[src/rtl/seg7_scan.sv]
// Eight-digit multiplexed hex display driver: scans one digit per SCAN_DIV cycles,
// latches the input word once per frame, and optionally blanks leading zeros.
module seg7_scan #(
  parameter int SCAN_DIV = 1000
) (
  input  logic        cpuclk,
  input  logic        rst,
  input  logic [31:0] data_in,
  input  logic        blank_lz,
  input  logic [7:0]  dp_mask,
  output logic [7:0]  seg_an,
  output logic [7:0]  seg_out
);

  localparam int DW = (SCAN_DIV > 2) ? $clog2(SCAN_DIV) : 1;

  logic [DW-1:0] div_q;
  logic [2:0]    idx_q;
  logic [31:0]   frame_q;
  logic          load_pend_q;

  logic          tc;
  logic [7:0]    hi_zero;
  logic [3:0]    cur_nib;
  logic          blank;

  function automatic logic [6:0] enc7(input logic [3:0] n);
    case (n)
      4'h0: enc7 = 7'h40;
      4'h1: enc7 = 7'h79;
      4'h2: enc7 = 7'h24;
      4'h3: enc7 = 7'h30;
      4'h4: enc7 = 7'h19;
      4'h5: enc7 = 7'h12;
      4'h6: enc7 = 7'h02;
      4'h7: enc7 = 7'h78;
      4'h8: enc7 = 7'h00;
      4'h9: enc7 = 7'h10;
      4'hA: enc7 = 7'h08;
      4'hB: enc7 = 7'h03;
      4'hC: enc7 = 7'h46;
      4'hD: enc7 = 7'h21;
      4'hE: enc7 = 7'h06;
      default: enc7 = 7'h0E;
    endcase
  endfunction

  assign tc = (div_q == DW'(SCAN_DIV - 1));

  // hi_zero[i]: nibbles i..7 of the latched frame are all zero
  always_comb begin
    hi_zero    = '0;
    hi_zero[7] = (frame_q[31:28] == 4'h0);
    for (int i = 6; i >= 0; i--)
      hi_zero[i] = (frame_q[4*i +: 4] == 4'h0) && hi_zero[i+1];
  end

  assign cur_nib = frame_q[4*idx_q +: 4];
  assign blank   = blank_lz && (idx_q != 3'd0) && hi_zero[idx_q];

  always_ff @(posedge cpuclk) begin
    if (rst) begin
      div_q       <= '0;
      idx_q       <= '0;
      frame_q     <= '0;
      load_pend_q <= 1'b1;
      seg_an      <= 8'hFF;
      seg_out     <= 8'hFF;
    end else begin
      div_q <= tc ? '0 : div_q + 1'b1;
      if (tc)
        idx_q <= idx_q + 3'd1;
      // Latch only at frame boundaries so a digit sweep never mixes two words
      if (load_pend_q || (tc && idx_q == 3'd7))
        frame_q <= data_in;
      load_pend_q <= 1'b0;
      seg_an      <= ~(8'b1 << idx_q);
      seg_out     <= {~dp_mask[idx_q], blank ? 7'h7F : enc7(cur_nib)};
    end
  end

endmodule
[config.mk]
export PLATFORM = sky130hd
export DESIGN_NAME = seg7_scan
export DESIGN_NICKNAME = d
export VERILOG_FILES = /design/src/rtl/seg7_scan.sv
export SDC_FILE = /design/constraint.sdc
export NUM_CORES = 1
export LEC_CHECK = 0
export CELL_PAD_IN_SITES_DETAIL_PLACEMENT = 1
export CELL_PAD_IN_SITES_GLOBAL_PLACEMENT = 1
export CORE_ASPECT_RATIO = 1.5
export CORE_UTILIZATION = 38
export DETAILED_ROUTE_END_ITERATION = 8
export GPL_TIMING_DRIVEN = 0
export HOLD_SLACK_MARGIN = 0.15
export PLACE_DENSITY = 0.89
export SYNTH_ARGS = -nofsm -noshare
export SYNTH_HDL_FRONTEND = slang
export SYNTH_SLANG_ARGS = --single-unit
[constraint.sdc]
create_clock -name cpuclk -period 2.75 [get_ports cpuclk]
set_input_delay 0.275 -clock cpuclk [delete_from_list [all_inputs] [get_ports cpuclk]]
set_output_delay 0.275 -clock cpuclk [all_outputs]
set_load 0.01 [all_outputs]
==> reports/qor.yml <==
setup_path:
  crit_arrival_ps: 2740
  reg2reg_depth: 9
  r2r_slack_ps: 210
  crit_fanout: 10
  critPathKind: "reg2reg"
  r2r_start: "idx_q[1]"
  end_kind: "flip-flop"
  worstPathRequired_ps: 2960
  crit_path_start_kind: "flip-flop"
  r2r_end: "seg_out[3]"
hold_path:
  holdPathEnd: "load_pend_q"
  hold_start: "rst"
  worstHoldPathCells: 1
  holdCritPathClass: "in2reg"
logic_synthesis:
  ys_ff_latch: 62
  async_reset_ff_share_pct: 0
  synth_edf_count: 0
  synthCells: 314
  synthTopCellsByArea: "dfxtp_1, nand2_1, a21oi_1, ha_1, mux4_2"
  synth_most_common_cell: "nand2_1"
  yosys-top-cells-count: "nand2_1, dfxtp_1, a21oi_1"
  yosys.area.top_type: "dfxtp_1"
  synth_area_sq_mm: 0.00283
  yosysUniqueCellTypes: 37
  synth_top_area_share_pct: 43.9
  yosysWarnings: 0
  avgSynthCellArea_sq_um: 9.01
  syn_nets: 370
  synth_ff_type: "dfxtp_1"
  ys_seq_area_share_pct: 43.9
detailed_routing:
  firstDrtPassIters: 4
  drt-initial-drc-count: 74
  antenna_left: 0
  wire_per_inst_microns: 16.5
  wl_microns: 8040
  drc: 0
  num_vias: 2551
  vias_per_cell: 5.24
place:
  portBuffers: 58
  post-place-ws_ps: -39.2
  place_congestion: 0.784
  dpl-instance-area_sq_mm: 0.00353
  hpwl_microns: 5970
floorplan:
  die_w_microns: 72.4
  io_pins: 59
  rows: 38
  die_y_microns: 108
  core_area_sq_mm: 0.00723
  die_area_sq_mm: 0.00780
  start_util_pct: 39.1
timing:
  post-route-min-period_ps: 2540
  fin_skew_ps: 5.55
  setup_violations: 0
  fin_hold_ws_ps: 433
  grt_setup_unrepaired: "false"
  timing.slew.headroom_pct: 60.1
  timing.final.crit_share_pct: 92.3
  setup_ws_ps: 211
  slew_viol_final: 0
  timing.fmax_mhz: 394
  worst_pin_slew_ps: 598
  final_hold_viol_count: 0
cts:
  cts_hold_buffers: 0
  cts_root_buf: "clkbuf_8"
  clk_transition_reported_paths_ps: 60
  cts_buffers: 9
  cts_tree: "built"
  clock_latency_ps: 350
  post_cts.repair.setup_buffers: 0
  cts.htree.levels: 3
  cts_sinks: 62
  cts_max_path_buffers: 2
run_status:
  status: "finished, final reports clean"
global_routing:
  track_usage_pct: 23.1
  grt_pass1_wl_microns: 13400
  antenna_found_initial: 0
  gr-total-overflow: 0
  grt_max_degree: 11
  grt_pass1_vias: 2765
cells_and_area:
  final_cell_area_sq_mm: 0.00378
  diodes: 0
  layout.nets: 438
  drive_gt1_share_pct: 9.82
  syn_to_final_growth_pct: 33.6
flow_run:
  cap_violations: 0
pwr:
  power.total_mw: 2.15
  p_leak_nw: 1.46
  peakVddDrop_uv: 324
  power_density_mw_per_mm2: 568
timing repair:
item | 4_1_cts | 5_1_grt
setup endpoints to repair | 3 | 4
gates resized for setup | 1 | 2
endpoints found under the hold margin | 0 | 0
cloned | 0 | 0
sequential cells by signal (all words and copies together) (netlist names):
register     cells
frame_q         32
seg_an           8
seg_out          8
idx_q            3
div_q           10
load_pend_q      1
per-stage QoR:
| stage | std cells | setup TNS [ps] | utilization, % |
|---|---|---|---|
| finish | 487 | 0 | 52.3 |
| global route | 487 | 0 | 52.3 |
| CTS | 488 | 0 | 52.2 |
| detailed placement | 472 | -42.7 | 48.9 |
| global placement | 472 | 0 | 48.9 |
| floorplan | 314 | 0 | - |
metal layers:
layer  GRT usage [%]  up-vias  wire [microns]
met5               0        -               0
met4            15.5        0             326
met3            4.03       31             280
met2            42.7       80            4490
met1            23.0     1228            2940
li1                -     1212               -
worst max-delay path, cell delays in order, from the launching register on:
cell and delay, ps:
dfxtp_1 380, buf_2 270, clkbuf_4 260, mux4_2 370, mux2i_4 290, inv_1 110
ha_1 240, mux2_2 270, mux2i_1 130, nand2_1 70
cells in the final DEF, fill, tap and decap left out, types with 4 or more instances in the layout:
cell,netlist,layout
nand2_1,81,81
dfxtp_1,62,62
clkdlybuf4s50_1,0,58
a21oi_1,37,37
nor2_1,18,18
ha_1,13,13
clkbuf_8,0,12
clkbuf_1,10,11
inv_1,8,8
o21ai_0,8,8
nand3_1,8,8
mux4_2,7,7
nor4_1,7,7
buf_2,6,4
nand2b_1,4,4
mux2i_1,5,4
o211ai_1,4,4
xnor2_1,4,4
worst max-delay path by stage:
stage                         from          to  cells past startpoint
after floorplan           idx_q[0]  seg_out[3]                      9
after global placement    idx_q[0]  seg_out[3]                      9
after detailed placement  idx_q[0]  seg_out[3]                      9
after CTS                 idx_q[0]  seg_out[3]                      9
after global routing      idx_q[1]  seg_out[5]                      9
final                     idx_q[1]  seg_out[3]                      9
power by group:
group,switching (mW),total [mW],internal [mW]
sequential,0.0314,0.971,0.940
combinational,0.112,0.244,0.132
clock,0.347,0.930,0.583
layout make-up:
type | count | area [sq um]
timing repair buffer | 58 | 581
tap | 100 | 125
clock inverter | 3 | 65.1
inverter | 9 | 33.8
multi-input combinational | 226 | 1490
clock buffer | 13 | 169
buffer | 16 | 76.3
sequential | 62 | 1240
fill | 865 | 3450
cell families after synthesis:
family                     Yosys count  synth area share, %
and+or+nand+nor                    130                 20.1
muxes                               20                 13.1
DFF                                 62                 43.9
adders and majority gates           13                 5.75
xor gates and xnor gates             7                 2.17
buffers and inverters               26                 3.98
AOI/OAI and AO/OA                   56                 11.0
Power figures use the tool's default switching activity.
